===== src/rtl/imem_loader_pkg.sv =====
`default_nettype none
// ============================================================================
// Module      : imem_loader_pkg
// Description : Shared definitions for the instruction memory boot loader:
//               FSM state encoding, stream field sizes and the address
//               stride that is also used by the PC increment.
// Revision    : 1.0 - initial release
// ============================================================================
package imem_loader_pkg;

    localparam int STATE_W = 2;
    typedef logic [STATE_W-1:0] state_t;

    localparam state_t S_IDLE = 2'd0;
    localparam state_t S_LEN  = 2'd1;
    localparam state_t S_DATA = 2'd2;
    localparam state_t S_FIN  = 2'd3;

    // Bytes in the little-endian word-count header and in one instruction
    localparam int LEN_BYTES  = 2;
    localparam int WORD_BYTES = 4;

    // Byte distance between consecutive instructions (same as PC + 4)
    localparam logic [63:0] ADDR_STRIDE = 64'h4;

endpackage : imem_loader_pkg
`default_nettype wire


===== src/rtl/imem_loader_byte_assembler.sv =====
`default_nettype none
// ============================================================================
// Module      : imem_loader_byte_assembler
// Description : Collects NBYTES stream bytes into a little-endian word. The
//               first byte lands in bits 7:0. o_word is valid together with
//               o_word_valid, in the same cycle as the final byte.
// Revision    : 1.0 - initial release
// ============================================================================
module imem_loader_byte_assembler #(
    parameter int NBYTES = 4
) (
    input  logic                  clk,
    input  logic                  rst,
    input  logic                  i_clear,
    input  logic                  i_valid,
    input  logic [7:0]            i_data,
    output logic [8*NBYTES-1:0]   o_word,
    output logic                  o_word_valid
);

    localparam int CNT_W = (NBYTES > 1) ? $clog2(NBYTES) : 1;
    localparam logic [CNT_W-1:0] c_LAST = CNT_W'(NBYTES - 1);

    // Only the earlier bytes need storage; the final byte is used directly
    // from the input so the word is available without an extra cycle.
    logic [8*(NBYTES-1)-1:0] r_shift;
    logic [CNT_W-1:0]        r_cnt;
    logic [8*NBYTES-1:0]     w_next;

    assign w_next       = {i_data, r_shift};
    assign o_word       = w_next;
    assign o_word_valid = i_valid && (r_cnt == c_LAST);

    // Shift accepted bytes in from the top; restart counting after a full word
    always_ff @(posedge clk) begin
        if (rst || i_clear) begin
            r_shift <= '0;
            r_cnt   <= '0;
        end else if (i_valid) begin
            r_shift <= w_next[8*NBYTES-1:8];
            r_cnt   <= (r_cnt == c_LAST) ? '0 : r_cnt + 1'b1;
        end
    end

endmodule : imem_loader_byte_assembler
`default_nettype wire


===== src/rtl/imem_loader.sv =====
`default_nettype none
// ============================================================================
// Module      : imem_loader
// Description : Boot-time writer for the instruction memory. Receives a byte
//               stream (16-bit LE word count, then LE 32-bit words), issues
//               one-cycle write strobes and holds the core in reset until the
//               image is loaded.
// Revision    : 1.0 - initial release
// ============================================================================
module imem_loader
    import imem_loader_pkg::*;
#(
    parameter int                MEM_WORDS = 256,
    parameter int                ADDR_W    = 64,
    parameter logic [ADDR_W-1:0] BASE_ADDR = '0
) (
    input  logic              clk,
    input  logic              reset,
    input  logic              start,
    input  logic [7:0]        rx_data,
    input  logic              rx_valid,
    output logic              rx_ready,
    output logic              imem_we,
    output logic [ADDR_W-1:0] imem_addr,
    output logic [31:0]       imem_wdata,
    output logic              cpu_reset,
    output logic              busy,
    output logic              done,
    output logic              err,
    output logic [15:0]       words_loaded
);

    state_t              r_state;
    state_t              w_next_state;

    logic                w_accept;
    logic                w_start_ok;
    logic                w_len_valid;
    logic                w_word_valid;
    logic                w_in_range;
    logic                w_last_word;
    logic [15:0]         w_len_word;
    logic [31:0]         w_data_word;
    logic [ADDR_W-1:0]   w_wr_addr;

    logic [15:0]         r_len;
    logic [15:0]         r_idx;
    logic                r_we;
    logic [ADDR_W-1:0]   r_addr;
    logic [31:0]         r_wdata;
    logic                r_cpu_reset;
    logic                r_busy;
    logic                r_done;
    logic                r_err;
    logic [15:0]         r_words;

    assign w_accept    = rx_valid && rx_ready;
    assign w_start_ok  = start && (r_state == S_IDLE);
    assign w_in_range  = ({16'd0, r_idx} < 32'(MEM_WORDS));
    assign w_last_word = (r_idx == r_len - 16'd1);
    assign w_wr_addr   = BASE_ADDR + ADDR_W'(r_idx) * ADDR_W'(ADDR_STRIDE);

    imem_loader_byte_assembler #(
        .NBYTES (LEN_BYTES)
    ) u_len_asm (
        .clk          (clk),
        .rst          (reset),
        .i_clear      (w_start_ok),
        .i_valid      (w_accept && (r_state == S_LEN)),
        .i_data       (rx_data),
        .o_word       (w_len_word),
        .o_word_valid (w_len_valid)
    );

    imem_loader_byte_assembler #(
        .NBYTES (WORD_BYTES)
    ) u_word_asm (
        .clk          (clk),
        .rst          (reset),
        .i_clear      (w_start_ok),
        .i_valid      (w_accept && (r_state == S_DATA)),
        .i_data       (rx_data),
        .o_word       (w_data_word),
        .o_word_valid (w_word_valid)
    );

    // State register
    always_ff @(posedge clk) begin
        if (reset) begin
            r_state <= S_IDLE;
        end else begin
            r_state <= w_next_state;
        end
    end

    // Next-state decode
    always_comb begin
        w_next_state = r_state;
        case (r_state)
            S_IDLE: if (start)        w_next_state = S_LEN;
            S_LEN:  if (w_len_valid)  w_next_state = (w_len_word == 16'd0) ? S_FIN : S_DATA;
            S_DATA: if (w_word_valid && w_last_word) w_next_state = S_FIN;
            S_FIN:                    w_next_state = S_IDLE;
            default:                  w_next_state = S_IDLE;
        endcase
    end

    // Handshake output: bytes are taken while reading the header or payload
    always_comb begin
        rx_ready = (r_state == S_LEN) || (r_state == S_DATA);
    end

    // Datapath: length capture, write registration, status flags.
    // The final write is issued during the first FIN cycle, so FIN can
    // release the core on that same cycle edge.
    always_ff @(posedge clk) begin
        if (reset) begin
            r_len       <= '0;
            r_idx       <= '0;
            r_we        <= 1'b0;
            r_addr      <= BASE_ADDR;
            r_wdata     <= '0;
            r_cpu_reset <= 1'b1;
            r_busy      <= 1'b0;
            r_done      <= 1'b0;
            r_err       <= 1'b0;
            r_words     <= '0;
        end else begin
            r_we <= 1'b0;
            if (r_we) begin
                r_words <= r_words + 16'd1;
            end
            case (r_state)
                S_IDLE: begin
                    if (start) begin
                        r_done      <= 1'b0;
                        r_err       <= 1'b0;
                        r_words     <= '0;
                        r_busy      <= 1'b1;
                        r_cpu_reset <= 1'b1;
                        r_idx       <= '0;
                        r_len       <= '0;
                    end
                end
                S_LEN: begin
                    if (w_len_valid) begin
                        r_len <= w_len_word;
                    end
                end
                S_DATA: begin
                    if (w_word_valid) begin
                        r_idx <= r_idx + 16'd1;
                        if (w_in_range) begin
                            r_we    <= 1'b1;
                            r_addr  <= w_wr_addr;
                            r_wdata <= w_data_word;
                        end else begin
                            r_err <= 1'b1;
                        end
                    end
                end
                S_FIN: begin
                    r_busy      <= 1'b0;
                    r_done      <= 1'b1;
                    r_cpu_reset <= 1'b0;
                end
                default: ;
            endcase
        end
    end

    assign imem_we      = r_we;
    assign imem_addr    = r_addr;
    assign imem_wdata   = r_wdata;
    assign cpu_reset    = r_cpu_reset;
    assign busy         = r_busy;
    assign done         = r_done;
    assign err          = r_err;
    assign words_loaded = r_words;

endmodule : imem_loader
`default_nettype wire


===== config.mk =====
export PLATFORM = sky130hd
export DESIGN_NAME = imem_loader
export DESIGN_NICKNAME = d
export VERILOG_FILES = /design/src/rtl/imem_loader_pkg.sv /design/src/rtl/imem_loader_byte_assembler.sv /design/src/rtl/imem_loader.sv
export SDC_FILE = /design/constraint.sdc
export NUM_CORES = 1
export LEC_CHECK = 0
export BUFFER_PORTS_ARGS = -buffer_cell sky130_fd_sc_hd__buf_4
export CORE_MARGIN = 5
export CORE_UTILIZATION = 30
export DETAILED_ROUTE_END_ITERATION = 10
export PLACE_DENSITY_LB_ADDON = 0.2
export SLEW_MARGIN = 5
export SYNTH_ARGS = -nofsm -noshare
export SYNTH_HDL_FRONTEND = slang
export SYNTH_SLANG_ARGS = --single-unit

===== constraint.sdc =====
create_clock -name clk -period 4 [get_ports clk]
set_input_delay 0.2 -clock clk [delete_from_list [all_inputs] [get_ports clk]]
set_output_delay 0.2 -clock clk [all_outputs]
set_load 0.01 [all_outputs]

# Word-level counts from Yosys, hierarchy flattened
# Cells that the tools add are included.
dict set report word_totals {
  regBits 138
  mem_bits_ro 0
  latch_bits 0
  elab_cells 77
  ramBits 0
  n_memories 0
  out_inout_bits 118
  input_bits 12
}
dict set report op_classes {
  n_shift 0
  n_mux 23
  n_reduce_logical 21
  mul 0
  n_lt_le_gt_ge 1
  n_div 0
  n_bitwise 2
  n_eq_ne 10
  add_sub_neg 5
}
# cell count
set ops {}
lappend ops {{16-bit two-way mux} 6}
lappend ops {{16-bit case mux with 2 select lines} 2}
lappend ops {{16-bit by 1-bit adder with 16-bit output, second input constant} 2}
lappend ops {{16-bit equality test} 1}
lappend ops {{16-bit zero test} 1}
lappend ops {{16-bit by 9-bit < comparator with 1-bit output, second input constant} 1}
lappend ops {{16-bit by 1-bit subtractor with 16-bit output, second input constant} 1}
lappend ops {{3-bit AND reduction} 4}
lappend ops {{2-bit two-way mux} 4}
lappend ops {{2-bit case mux with 4 select lines} 1}
lappend ops {{1-bit logical AND} 7}
lappend ops {{1-bit two-way mux} 7}
lappend ops {{2-bit equality test, second input constant} 3}
lappend ops {{2-bit inequality test, second input constant} 3}
lappend ops {{1-bit case mux with 2 select lines} 3}
lappend ops {{2-bit nonzero test} 3}
lappend ops {{2-bit by 1-bit inequality test with 1-bit output, second input constant} 2}
lappend ops {{4-bit AND reduction} 1}
lappend ops {{3-bit OR reduction} 1}
lappend ops {{2-bit by 1-bit adder with 2-bit output, second input constant} 1}
lappend ops {{2-bit by 1-bit equality test with 1-bit output, second input constant} 1}
lappend ops {{2-bit zero test} 1}
lappend ops {{1-bit logical OR} 2}
lappend ops {{1-bit NOT} 2}
lappend ops {{2 further kinds} 2}

# Logic depth before layout (Yosys ltp)
# Gate-level depths: netlist (run 1).
dict set report logic_depth {
  ltp_word 8
  mapped_depth 9
}

# By module
# From an unflattened synthesis (run 1), not the netlist that was laid out.
dict set report unflattened {
  hier_cells 716
  hier_area_um2 6199.7
}
# module area_per_inst_um2 cells_each seq_area_each_um2 n_inst
set modules_own_cells {}
lappend modules_own_cells {imem_loader 4794.6 581 2062.0 1}
lappend modules_own_cells {{imem_loader_byte_assembler at u_word_asm} 1011.0 96 520.5 1}
lappend modules_own_cells {{imem_loader_byte_assembler at u_len_asm} 394.1 39 180.2 1}

# Least setup slack after synthesis (run 1)
# No wires, ideal clock.
dict set report synth_timing {
  path_kind {reg-to-reg}
  start {register r_state[0]}
  end {register r_len[0]}
  synth_period_minus_slack_ps 2333
  t_required_ps 3930
  arrival_ps 2263
  stages_incl_launch_ff 10
  slack_ps 1667
  setup_ps 70
  cell_sequence {dfxtp_1 -> inv_1 -> ha_1 -> and3_1 -> clkbuf_1 -> a21oi_1 -> nor2_1 -> clkbuf_1 -> nand3_1 -> a21oi_1}
}
dict set report synth_between {
  elab_chain_len 7
}
# element line
set synth_lines {}
lappend synth_lines {{start: declaration} imem_loader.sv:33} ;# state_t r_state;
lappend synth_lines {{start signal: assignment} imem_loader.sv:92} ;# r_state <= w_next_state;
lappend synth_lines {{2-bit by 1-bit equality test with 1-bit output / 2-bit equality test (equally long branches)} imem_loader.sv:110} ;# rx_ready = (r_state == S_LEN) || (r_state == S_DATA);
lappend synth_lines {{1-bit logical OR *} imem_loader.sv:110}
lappend synth_lines {{net rx_ready} imem_loader.sv:22} ;# output logic rx_ready,
lappend synth_lines {{1-bit logical AND *} imem_loader.sv:57} ;# assign w_accept = rx_valid && rx_ready;
lappend synth_lines {{1-bit logical AND *} imem_loader.sv:69} ;# .i_valid (w_accept && (r_state == S_LEN)),
lappend synth_lines {{1-bit logical AND *} imem_loader_byte_assembler.sv:32} ;# assign o_word_valid = i_valid && (r_cnt == c_LAST);
lappend synth_lines {{2-bit by 1-bit inequality test with 1-bit output (no source line) *} n/a}
lappend synth_lines {{3-bit AND reduction (no source line) *} n/a}
lappend synth_lines {{end signal: assignment} imem_loader.sv:147} ;# r_len <= w_len_word;
lappend synth_lines {{end: declaration} imem_loader.sv:46} ;# logic [15:0] r_len;
# The timed path passes the listed nets; every way through them passes the cells marked *.
# A chain may end at the register's enable or synchronous reset.

# Worst setup path after layout (run 1)
dict set report layout_timing {
  start {register r_len[0]}
  end {register r_state[0]}
}
dict set report layout_between {
  elab_chain_len 5
}
# element line
set layout_lines {}
lappend layout_lines {{16-bit by 1-bit subtractor with 16-bit output} imem_loader.sv:60} ;# assign w_last_word = (r_idx == r_len - 16'd1);
lappend layout_lines {{16-bit equality test} imem_loader.sv:60}
lappend layout_lines {{1-bit logical AND} imem_loader.sv:102} ;# S_DATA: if (w_word_valid && w_last_word) w_next_state = S_FIN;
lappend layout_lines {{2-bit by 1-bit inequality test with 1-bit output (no source line)} n/a}
lappend layout_lines {{3-bit AND reduction (no source line)} n/a}
# No other way between the ends.

==> summary.md, run 1 <==
| Metric | Value |
|---|---|
| Setup TNS | `0 ps` |
| Starting Density | `0.304` |
| Clk buf depth | `2` |
| TritonRoute pass-1 iters | `6` |
| Pint | `around 2500 uW` |
| RD Place Congestion | `approximately 0.8` |
| Antenna-violating nets left | `0` |
| Power Density | `506 nW/um^2` |
| Sinks on Clock Net | `~140` |
| Number of synthesized flops with an enable pin | `0` |
| Sequential share of power | `0.394` |
| Clock Skew | `between 10 and 15 ps` |
| Post-CTS setup buffer count | `0` |
| Sw power | `between 1000 and 1500 uW` |
| Die X-Extent | `between 150 and 200 um` |
| CP Data Arrival Time | `roughly 2900 ps` |
| Post-synth top cells | `nand2_1 (163), dfxtp_1 (138), a21oi_1 (106), nor2_1 (51), buf_4 (48)` |
| GR Layer Usage met2 | `0.200` |
| Final Hold Viols | `0` |
| Least-Margin Pin Slew | `1030 ps` |
| Adder-Cell Fraction of Synth Area | `0.0163` |
| Syn avg cell area | `approximately 8.1 um^2` |
| DRT iter0 DRCs | `approximately 220` |
| I/O Pins | `130` |
| Share of the synthesized area in the top cell type | `0.451` |
| Main combinational cell family by area after synthesis | `simple AND/OR/NAND/NOR gates` |
| H-tree depth | `4` |
| Number of I/O port buffers | `81` |
| Slew margin rel. | `0.316` |
| Maximum vdd drop | `332 uV` |
| Reg clk slew, reported paths | `roughly 70 ps` |
| Vias | `~5000` |
| Switching Fraction | `0.322` |
| Clock network power share | `0.415` |
| Share of cells above drive strength 1 | `0.158` |
| Synth area leader | `dfxtp_1` |
| DR DRC count | `0` |
| Clock root buffer | `clkbuf_16` |
| First-pass GRT wire length | `24800 um` |
| Synth Area in XOR/XNOR | `0.0643` |
| Critical setup path kind | `reg -> reg` |
| Post-Place Cells | `roughly 1100` |
| Mapped Cells | `760` |
| Setup Viol. Count Final | `0` |
| Syn. warnings | `0` |
| Post-CTS sizing | `0` |
| Rows | `between 50 and 60` |
| Tcrit/Tclk final | `0.645` |
| Mux cell area share after synthesis | `0.00327` |
| MaxCap Viol Count | `0` |
| Multi-input gate area | `2970 um^2` |
| Synth Area in Compound Gates | `0.132` |
| CTS Buf Count | `17` |
| Antenna fix cells | `0` |
| Dpl cell area | `roughly 6800 um^2` |
| Total Wirelength | `around 15000 um` |
| Gr ovfl total | `0` |
| Fill cell count | `about 2200` |
| Final slew viol count | `0` |
| Synthesized flop and latch total | `~140` |
| CTS Hold Buffers Added | `0` |
| Die ar. | `~23000 um^2` |
| Combinational share of power | `0.191` |
| Grt met3 use | `0.0362` |
| Asr flop ratio synth | `0` |
| Distinct cells, synth | `52` |
| Synth Area in Simple Gates | `0.238` |
| Met1 GRT Util | `0.174` |
| Top post-synthesis cells by area | `dfxtp_1 (45%), nand2_1 (10%), a21oi_1 (8.7%)` |
| Post-Layout Cell Count | `1106` |
| DR vias/cell | `between 4 and 5` |
| Largest net degree at the start of global routing | `52` |
| Total core area | `20200 um^2` |
| Initial antenna violation count | `0` |
| Startpoint Class | `register` |
| Synthesized area | `approximately 6100 um^2` |
| Via count of the first global-routing pass | `roughly 4700` |
| Count leader, synth | `nand2_1` |
| Nets@finish | `around 840` |
| Area Growth Syn to Fin | `20.1%` |
| RSZ-0062 raised after global routing | `false` |
| CTS tree | `done` |
| Required @ worst endpoint | `4340 ps` |
| GRT Max-Usage Layer | `met2` |
| F_max | `slightly below 0.4 GHz` |
| Primary FF master, synth | `dfxtp_1` |
| Total track usage | `0.129` |
| Worst setup EP type | `register` |
| Static Leakage | `~0.0028 uW` |
| Design area | `7360 um^2` |
| Reg area | `approximately 2800 um^2` |
| DP HPWL | `roughly 11000 um` |
| Die H | `approximately 150 um` |
| Final Critical Period | `2580 ps` |
| Worst hold path class | `in -> reg` |
| Status | `completed` |
| Sequential element share of the synthesized area | `0.451` |
| WL/cell | `roughly 14 um` |
| Skew-Pair Late Insertion Delay | `roughly 420 ps` |
| Max Fanout on Critical Path | `6` |
-- logic make-up after synthesis --
group                    count (synthesis)
AO/OA/AOI/OAI                          147
other                                    1
flip-flops                             138
AND/OR/NAND/NOR                        315
buffers and inverters                  104
adder cells (fa/ha/maj)                  8
multiplexers                             2
XOR/XNOR                                45
-- sequential cells by signal, indices dropped and copies added, names as in the netlist, 2 cells and up --
signal and cells:
u_word_asm.r_shift 24, words_loaded 16, u_word_asm.r_cnt 2, r_idx 16
imem_addr 16, r_state 2, r_len 16, imem_wdata 32
u_len_asm.r_shift 8
-- per-stage QoR --
stage,total power (uW),util,setup WS (ps),hold WS [ps]
floorplan,2040,-,1670,336
global placement,2220,0.336,1480,443
detailed placement,2210,0.336,1430,447
CTS,3770,0.365,1420,52.8
global route,3920,0.365,1190,57.3
finish,3730,0.365,1420,62.9
-- worst paths after layout --
check                                                   end  cells past startpoint                          startpoint  slack (ps)
worst max register to register      r_state[0]$_SDFFE_PP0P_                      9               r_len[0]$_SDFFE_PP0P_        1420
worst min-delay path            imem_wdata[29]$_SDFFE_PP0P_                      3                          rx_data[5]          60
worst min register to register   imem_wdata[1]$_SDFFE_PP0P_                      2  u_word_asm.r_shift[1]$_SDFFE_PP0P_         450
worst max-delay path                r_state[0]$_SDFFE_PP0P_                      9               r_len[0]$_SDFFE_PP0P_        1420
-- area by class of cell --
cell class              instances  share of cell area
well taps                     270              0.0459
inverters                      12             0.00612
clock inverters                15              0.0211
multi-input cells             565               0.403
repair buffers                 89              0.0908
flip-flops and latches        138               0.375
clock buffers                  17              0.0578
-- routing by layer --
| layer | vias up | share of wire |
|---|---|---|
| met4 | 0 | 0.013 |
| li1 | 2566 | - |
| met1 | 2320 | 0.49 |
| met5 | - | 0 |
| met2 | 104 | 0.45 |
| met3 | 14 | 0.048 |
-- power by group through the flow --
stage	clock, uW	sequential, uW	combinational [uW]
5_1_grt	1640	1470	802
4_1_cts	1590	1470	716
3_5_place_dp	0	1500	714
3_3_place_gp	0	1500	716
2_1_floorplan	0	1480	558
6_report	1540	1470	712
-- worst max-delay path, stage by stage, from the launching register on --
cell	delay, ps
dfxtp_1	350
inv_1	70
ha_1	210
nor3b_2	390
a21boi_0	140
or4_1	540
nor4_2	260
and4_1	260
nor3_1	60
a311oi_2	220
-- layout by cell type (no fill, tap or decap), drive strengths merged, types with 2 or more instances in the layout --
master and instances:
nand2 163, dfxtp 138, a21oi 106, buf 89, nor2 51, conb 48, nand3 30, xnor2 24
o21ai 24, xor2 21, inv 20, clkbuf 17, and2 10, and3 10, nand4 9, nor3 8
ha 8, nor4 8, or4 5, nor4b 4, or3 4, nor2b 3, a21o 3, clkinvlp 3
clkinv 3, a211o 2, a211oi 2, nand3b 2, and4 2, mux2i 2, nand2b 2, nor3b 2
a311oi 2
Note: power is estimated with default switching activity, not from simulation.
==> run 2, diff against run 1 <==
Clock period 4 ns to 2.35 ns, I/O delays scaled along.
==> run 2 against run 1 <==
  * Register-to-register slack got worse by 1300 ps
  * Critical endpoint unchanged
  * Worst hold slack got worse by 38 ps
  * Worst setup slack worse by 1300 ps
  * Routed wire length is 2.5% higher
  * Combinational power grew 100%
  * Die area unchanged
  * First-iteration DRC count increased by 26%
  * Global-route usage increased by 0.41 points
  * Clock skew is essentially flat
  * Highest routed layer unchanged
  * Clock power increased by 69%
  * Power up 75%
  * Clock-buffer cell count unchanged
==> summary.md, run 2 (synthesized netlist as in run 1, its figures left out) <==
| Metric | Value |
|---|---|
| Via count of the first global-routing pass | `4915 (was 4733)` |
| Total track usage | `0.133 (was 0.129)` |
| TritonRoute pass-1 iters | `6 (unchanged)` |
| Total Wirelength | `15700 um (was 15300 um)` |
| Sinks on Clock Net | `138 (unchanged)` |
| Die ar. | `23400 um^2 (unchanged)` |
| Max Fanout on Critical Path | `5 (was 6)` |
| Nets@finish | `883 (was 843)` |
| Maximum vdd drop | `652 uV (was 332 uV)` |
| Total core area | `20200 um^2 (unchanged)` |
| Antenna-violating nets left | `0 (unchanged)` |
| Final Critical Period | `2270 ps (was 2580 ps)` |
| H-tree depth | `4 (unchanged)` |
| CTS tree | `done (unchanged)` |
| Post-Layout Cell Count | `1146 (was 1106)` |
| MaxCap Viol Count | `0 (unchanged)` |
| Gr ovfl total | `0 (unchanged)` |
| Final Hold Viols | `0 (unchanged)` |
| Commonest cells after routing, fill and taps aside | `nand2_1 (163), dfxtp_1 (134), buf_4 (119), a21oi_1 (106), nor2_1 (50) (was nand2_1 (163), dfxtp_1 (138), a21oi_1 (106), buf_4 (89), nor2_1 (50))` |
| Power Density | `840 nW/um^2 (was 506 nW/um^2)` |
| I/O Pins | `130 (unchanged)` |
| Worst setup EP type | `register (unchanged)` |
| Largest net degree at the start of global routing | `52 (unchanged)` |
| Post-Place Cells | `1105 (was 1074)` |
| F_max | `0.441 GHz (was 0.387 GHz)` |
| Final slew viol count | `0 (unchanged)` |
| Startpoint Class | `register (unchanged)` |
| Static Leakage | `0.00301 uW (was 0.00279 uW)` |
| Worst hold path class | `in -> reg (unchanged)` |
| Share of cells above drive strength 1 | `0.200 (was 0.158)` |
| Multi-input gate area | `3020 um^2 (was 2970 um^2)` |
| Rows | `52 (unchanged)` |
| Combinational share of power | `0.219 (was 0.191)` |
| Clock network power share | `0.399 (was 0.415)` |
| Number of I/O port buffers | `81 (unchanged)` |
| Critical R2R Capture | `r_state[0]$_SDFFE_PP0P_ (unchanged)` |
| CTS Buf Count | `17 (unchanged)` |
| Worst hold path cell count | `3 (unchanged)` |
| Hold Crit Start | `start (was rx_data[5])` |
| First-pass GRT wire length | `25800 um (was 24800 um)` |
| Clock Skew | `9.88 ps (was 10.2 ps)` |
| Hold EP | `cpu_reset$_SDFFE_PP1P_ (was imem_wdata[29]$_SDFFE_PP0P_)` |
| Required @ worst endpoint | `2630 ps (was 4340 ps)` |
| Least-Margin Pin Slew | `514 ps (was 1030 ps)` |
| R2R setup slack | `80 ps (was 1420 ps)` |
| Tcrit/Tclk final | `0.964 (was 0.645)` |
| Die H | `153 um (unchanged)` |
| Commonest non-fill, non-tap cell in the layout | `nand2_1 (unchanged)` |
| Antenna fix cells | `0 (unchanged)` |
| DR DRC count | `0 (unchanged)` |
| Status | `completed (unchanged)` |
| Clk buf depth | `2 (unchanged)` |
| WL/cell | `13.7 um (was 13.8 um)` |
| Pint | `4360 uW (was 2530 uW)` |
| CP Data Arrival Time | `2550 ps (was 2920 ps)` |
| Total design power | `6520 uW (was 3730 uW)` |
| Critical setup path kind | `reg -> reg (unchanged)` |
| Sequential share of power | `0.382 (was 0.394)` |
| Clock root buffer | `clkbuf_16 (unchanged)` |
| RSZ-0062 raised after global routing | `true (was false)` |
| Skew-Pair Late Insertion Delay | `420 ps (about the same)` |
| R2R depth | `10 (was 9)` |
| Fill cell count | `2119 (was 2196)` |
| Setup WS pre-CTS | `-86.0 ps (was 1430 ps)` |
| Largest register FFs | `32 (unchanged)` |
| DP HPWL | `11000 um (was 10700 um)` |
| Die X-Extent | `153 um (unchanged)` |
| Switching Fraction | `0.331 (was 0.322)` |
| Reg clk slew, reported paths | `70 ps (about the same)` |
| Reg area | `2770 um^2 (was 2760 um^2)` |
| DR vias/cell | `4.52 (about the same)` |
| Setup Viol. Count Final | `0 (unchanged)` |
| Fin worst setup slack | `84.0 ps (was 1420 ps)` |
| Starting Density | `0.304 (unchanged)` |
| Reg-to-Reg Start | `r_len[0]$_SDFFE_PP0P_ (unchanged)` |
| DRT iter0 DRCs | `279 (was 222)` |
| Vias | `5178 (was 5004)` |
| Area Growth Syn to Fin | `26.6% (was 20.1%)` |
| Initial antenna violation count | `0 (unchanged)` |
| RD Place Congestion | `0.782 (was 0.811)` |
| Slew margin rel. | `0.655 (was 0.316)` |
| Sw power | `2160 uW (was 1200 uW)` |
==> run 2: changes by cell type in the layout (fill, tap and decap cells not counted), sizes merged <==
| cell | before | now |
|---|---|---|
| buf | 89 | 121 |
| clkinvlp | 3 | 2 |
| dlygate4sd3 | 0 | 8 |
| bufinv | 1 | 0 |
| clkinv | 3 | 5 |
==> run 2: cell type report <==
| cell class | instances | area share |
|---|---|---|
| multi-input cells | 565 | 0.389 |
| clock inverters | 15 | 0.0198 |
| flip-flops and latches | 138 | 0.357 |
| repair buffers | 129 | 0.131 |
| inverters | 12 | 0.00580 |
| well taps | 270 | 0.0435 |
| clock buffers | 17 | 0.0548 |
==> run 2: worst max-delay path by stage <==
stage	from	end
2_1_floorplan	r_state[0]$_SDFFE_PP0P_	r_len[0]$_SDFFE_PP0P_
3_3_place_gp	r_len[0]$_SDFFE_PP0P_	r_state[0]$_SDFFE_PP0P_
3_5_place_dp	r_len[0]$_SDFFE_PP0P_	r_state[0]$_SDFFE_PP0P_
4_1_cts	r_state[0]$_SDFFE_PP0P_	r_state[0]$_SDFFE_PP0P_
5_1_grt	r_len[4]$_SDFFE_PP0P_	r_state[0]$_SDFFE_PP0P_
6_report	r_len[0]$_SDFFE_PP0P_	r_state[0]$_SDFFE_PP0P_
==> run 2: through the flow <==
stage	area [um^2]	TNS (ps)	hold slack (ps)	util
global route	7760	-36.0	27.8	0.385
detailed placement	7040	-86.0	417	0.349
global placement	7040	-10.5	410	0.349
CTS	7710	0	4.45	0.382
floorplan	6300	0	253	-
finish	7760	0	25.4	0.385
==> run 2: power by group through the flow <==
stage / logic (uW) / clock network, uW / registers, uW
floorplan: 950 / 0 / 2520
global placement: 1390 / 0 / 2540
detailed placement: 1400 / 0 / 2540
CTS: 1420 / 2680 / 2480
global route: 1580 / 2800 / 2500
finish: 1430 / 2600 / 2490
==> run 2: worst max-delay path, cell delays in order, from the launching register on <==
cell and delay (ps):
dfxtp_2 340, inv_1 60, ha_2 170, nor3b_4 180
a21boi_1 90, or4_4 550, nor4_4 290, buf_4 150
nand4_1 100, nand2_1 110, a311oi_2 80
==> run 2: repair_timing <==
item                       in CTS  in global routing
cloned                          0                  0
setup endpoints to repair       2                  6
buffers inserted                0                  1
gates resized for setup         3                 12
hold buffers                    8                  0
hold endpoints to repair       31                  0
pin swaps                       3                 10
==> run 2: layer usage <==
metal / share of wire / track usage / wire length (um)
met1: 0.48 / 0.179 / 7520
met2: 0.46 / 0.208 / 7220
met3: 0.049 / 0.0379 / 761
met4: 0.010 / 0.0395 / 158
met5: 0 / 0 / 0
==> run 3, diff against run 2 <==
Settings changed: CTS_BUF_LIST set to sky130_fd_sc_hd__clkbuf_8.
==> run 3 against run 2 <==
  * Maximum frequency grew 0.32%
  * Routed wire length fell by 0.47%
  * Clock power fell by 28%
  * Critical path depth down 1
  * First-iteration DRC count is 8.6% lower
  * Clock-buffer cell count stayed put
  * Combinational power hardly changed
  * Register-to-register slack barely moved
  * Final area shrank 2.3%
  * Worst setup slack better by 7.3 ps
  * Sequential power about the same
==> summary.md, run 3 (synthesized netlist as in run 1, its figures left out) <==
| Metric | Value |
|---|---|
| Status | `completed (unchanged)` |
| CP Cell Sequence | `inv_1 -> ha_2 -> nor3b_4 -> a21boi_1 -> or4_4 -> nor4_4 -> and4_1 -> nor3_1 -> a311oi_2 (was inv_1 -> ha_2 -> nor3b_4 -> a21boi_1 -> or4_4 -> nor4_4 -> buf_4 -> nand4_1 -> nand2_1 -> a311oi_2)` |
| DRT met1 WL | `7430 um (was 7520 um)` |
| MaxCap Viol Count | `0 (unchanged)` |
| Startpoint Class | `register (unchanged)` |
| CP Data Arrival Time | `2610 ps (was 2550 ps)` |
| Starting Density | `0.304 (unchanged)` |
| Skew-Pair Late Insertion Delay | `450 ps (was 420 ps)` |
| Power Density | `766 nW/um^2 (was 840 nW/um^2)` |
| Max Fanout on Critical Path | `5 (unchanged)` |
| Antenna fix cells | `0 (unchanged)` |
| Via count of the first global-routing pass | `4939 (was 4915)` |
| Critical setup path kind | `reg -> reg (unchanged)` |
| Met3 wire len | `775 um (was 761 um)` |
| Number of I/O port buffers | `81 (unchanged)` |
| Vias | `5178 (unchanged)` |
| F_max | `0.443 GHz (was 0.441 GHz)` |
| Largest net degree at the start of global routing | `52 (unchanged)` |
| Final slew viol count | `0 (unchanged)` |
| Routed wl met2 | `7180 um (was 7220 um)` |
| CTS Buf Count | `17 (unchanged)` |
| Clock Skew | `16.8 ps (was 9.88 ps)` |
| Final Hold Viols | `0 (unchanged)` |
| Switching Fraction | `0.355 (was 0.331)` |
| Antenna-violating nets left | `0 (unchanged)` |
| Clk buf depth | `2 (unchanged)` |
| Largest register FFs | `32 (unchanged)` |
| Worst hold slack | `34.7 ps (was 25.4 ps)` |
| CTS tree | `done (unchanged)` |
| Rows | `52 (unchanged)` |
| WL/cell | `13.6 um (was 13.7 um)` |
| Crit-path max cell delay | `550 ps (about the same)` |
| Die H | `153 um (unchanged)` |
| RSZ-0062 raised after global routing | `true (unchanged)` |
| Share of cells above drive strength 1 | `0.201 (was 0.200)` |
| Sequential share of power | `0.428 (was 0.382)` |
| RD Place Congestion | `0.782 (unchanged)` |
| Clock root buffer | `clkbuf_8 (was clkbuf_16)` |
| Gr ovfl total | `0 (unchanged)` |
| DR DRC count | `0 (unchanged)` |
| DP HPWL | `11000 um (unchanged)` |
| Total design power | `5810 uW (was 6520 uW)` |
| Die X-Extent | `153 um (unchanged)` |
| Die ar. | `23400 um^2 (unchanged)` |
| DRT iter0 DRCs | `255 (was 279)` |
| Worst hold path class | `in -> reg (unchanged)` |
| Slowest-stage cell, CP | `or4_4 (unchanged)` |
| Nets@finish | `884 (was 883)` |
| Worst setup EP type | `register (unchanged)` |
| Commonest non-fill, non-tap cell in the layout | `nand2_1 (unchanged)` |
| Tcrit/Tclk final | `0.961 (was 0.964)` |
| Total track usage | `0.133 (about the same)` |
| Setup Viol. Count Final | `0 (unchanged)` |
| Pint | `3740 uW (was 4360 uW)` |
| Combinational share of power | `0.247 (was 0.219)` |
| Final Critical Period | `2260 ps (was 2270 ps)` |
| Area Growth Syn to Fin | `23.7% (was 26.6%)` |
| Total Wirelength | `15600 um (was 15700 um)` |
| Required @ worst endpoint | `2700 ps (was 2630 ps)` |
| Maximum vdd drop | `461 uV (was 652 uV)` |
| Static Leakage | `0.00293 uW (was 0.00301 uW)` |
| Initial antenna violation count | `0 (unchanged)` |
| TritonRoute pass-1 iters | `4 (was 6)` |
| H-tree depth | `4 (unchanged)` |
| Reg clk slew, reported paths | `100 ps (was 70 ps)` |
| First-pass GRT wire length | `25700 um (was 25800 um)` |
| Clock network power share | `0.324 (was 0.399)` |
| Commonest cells after routing, fill and taps aside | `nand2_1 (163), dfxtp_1 (134), buf_4 (119), a21oi_1 (105), nor2_1 (50) (was nand2_1 (163), dfxtp_1 (134), buf_4 (119), a21oi_1 (106), nor2_1 (50))` |
| Sinks on Clock Net | `138 (unchanged)` |
| DR vias/cell | `4.51 (was 4.52)` |
| Total core area | `20200 um^2 (unchanged)` |
| I/O Pins | `130 (unchanged)` |
| Sw power | `2060 uW (was 2160 uW)` |
| DR top layer | `met4 (unchanged)` |
-- run 3: cell type report --
class	count	area, um^2
Fill cell	2147	12600
Clock inverter	15	154
Tap cell	270	338
Multi-Input combinational cell	565	3020
Inverter	12	45.0
Timing Repair Buffer	130	1020
Sequential cell	138	2770
Clock buffer	17	234
-- run 3: through the flow --
step | std cells | utilization | setup TNS (ps) | instance area [um^2] | setup WS, ps
final | 1147 | 0.376 | 0 | 7580 | 91.3
after global placement | 1105 | 0.349 | -10.5 | 7040 | -10.5
after global routing | 1147 | 0.376 | -47.9 | 7580 | -43.8
after detailed placement | 1105 | 0.349 | -86.0 | 7040 | -86.0
after floorplan | 807 | - | 0 | 6300 | 17.0
after CTS | 1146 | 0.373 | 0 | 7530 | 3.82
-- run 3: path summary, 6_finish.rpt --
path,startpoint,to,slack [ps],depth (start not counted)
worst max-delay path,r_len[0]$_SDFFE_PP0P_,r_state[0]$_SDFFE_PP0P_,90,9
worst min register to register,u_word_asm.r_shift[2]$_SDFFE_PP0P_,imem_wdata[2]$_SDFFE_PP0P_,460,2
worst max register to register,r_len[0]$_SDFFE_PP0P_,r_state[0]$_SDFFE_PP0P_,90,9
worst min-delay path,reset,imem_wdata[5]$_SDFFE_PP0P_,30,2
-- run 3: routing by layer --
layer,vias to the layer above,global-route usage
li1,2656,-
met3,13,0.0385
met5,-,0
met2,116,0.206
met4,0,0.0412
met1,2393,0.179
-- run 3: power by group through the flow --
stage / registers (uW) / logic [uW] / clock network, uW
final: 2490 / 1440 / 1880
after global routing: 2500 / 1590 / 2080
after CTS: 2480 / 1420 / 1970
after detailed placement: 2540 / 1400 / 0
after global placement: 2540 / 1390 / 0
after floorplan: 2520 / 950 / 0
-- run 3: timing repair --
item                                    in CTS  in global routing
endpoints found under the setup margin       2                  6
gates cloned                                 0                  0
setup buffers                                0                  1
hold endpoints to repair                    34                  0
pin swaps                                    3                 10
resized for setup                            3                 13
hold buffers                                 9                  0
-- run 3: critical path, delay by kind of cell (launching register included) --
kind	cells	cell delay, ps
DFF	1	350
AOI/OAI and AO/OA	2	260
adders and majority gates	1	170
and+or+nand+nor	5	1330
buffers and inverters	1	60
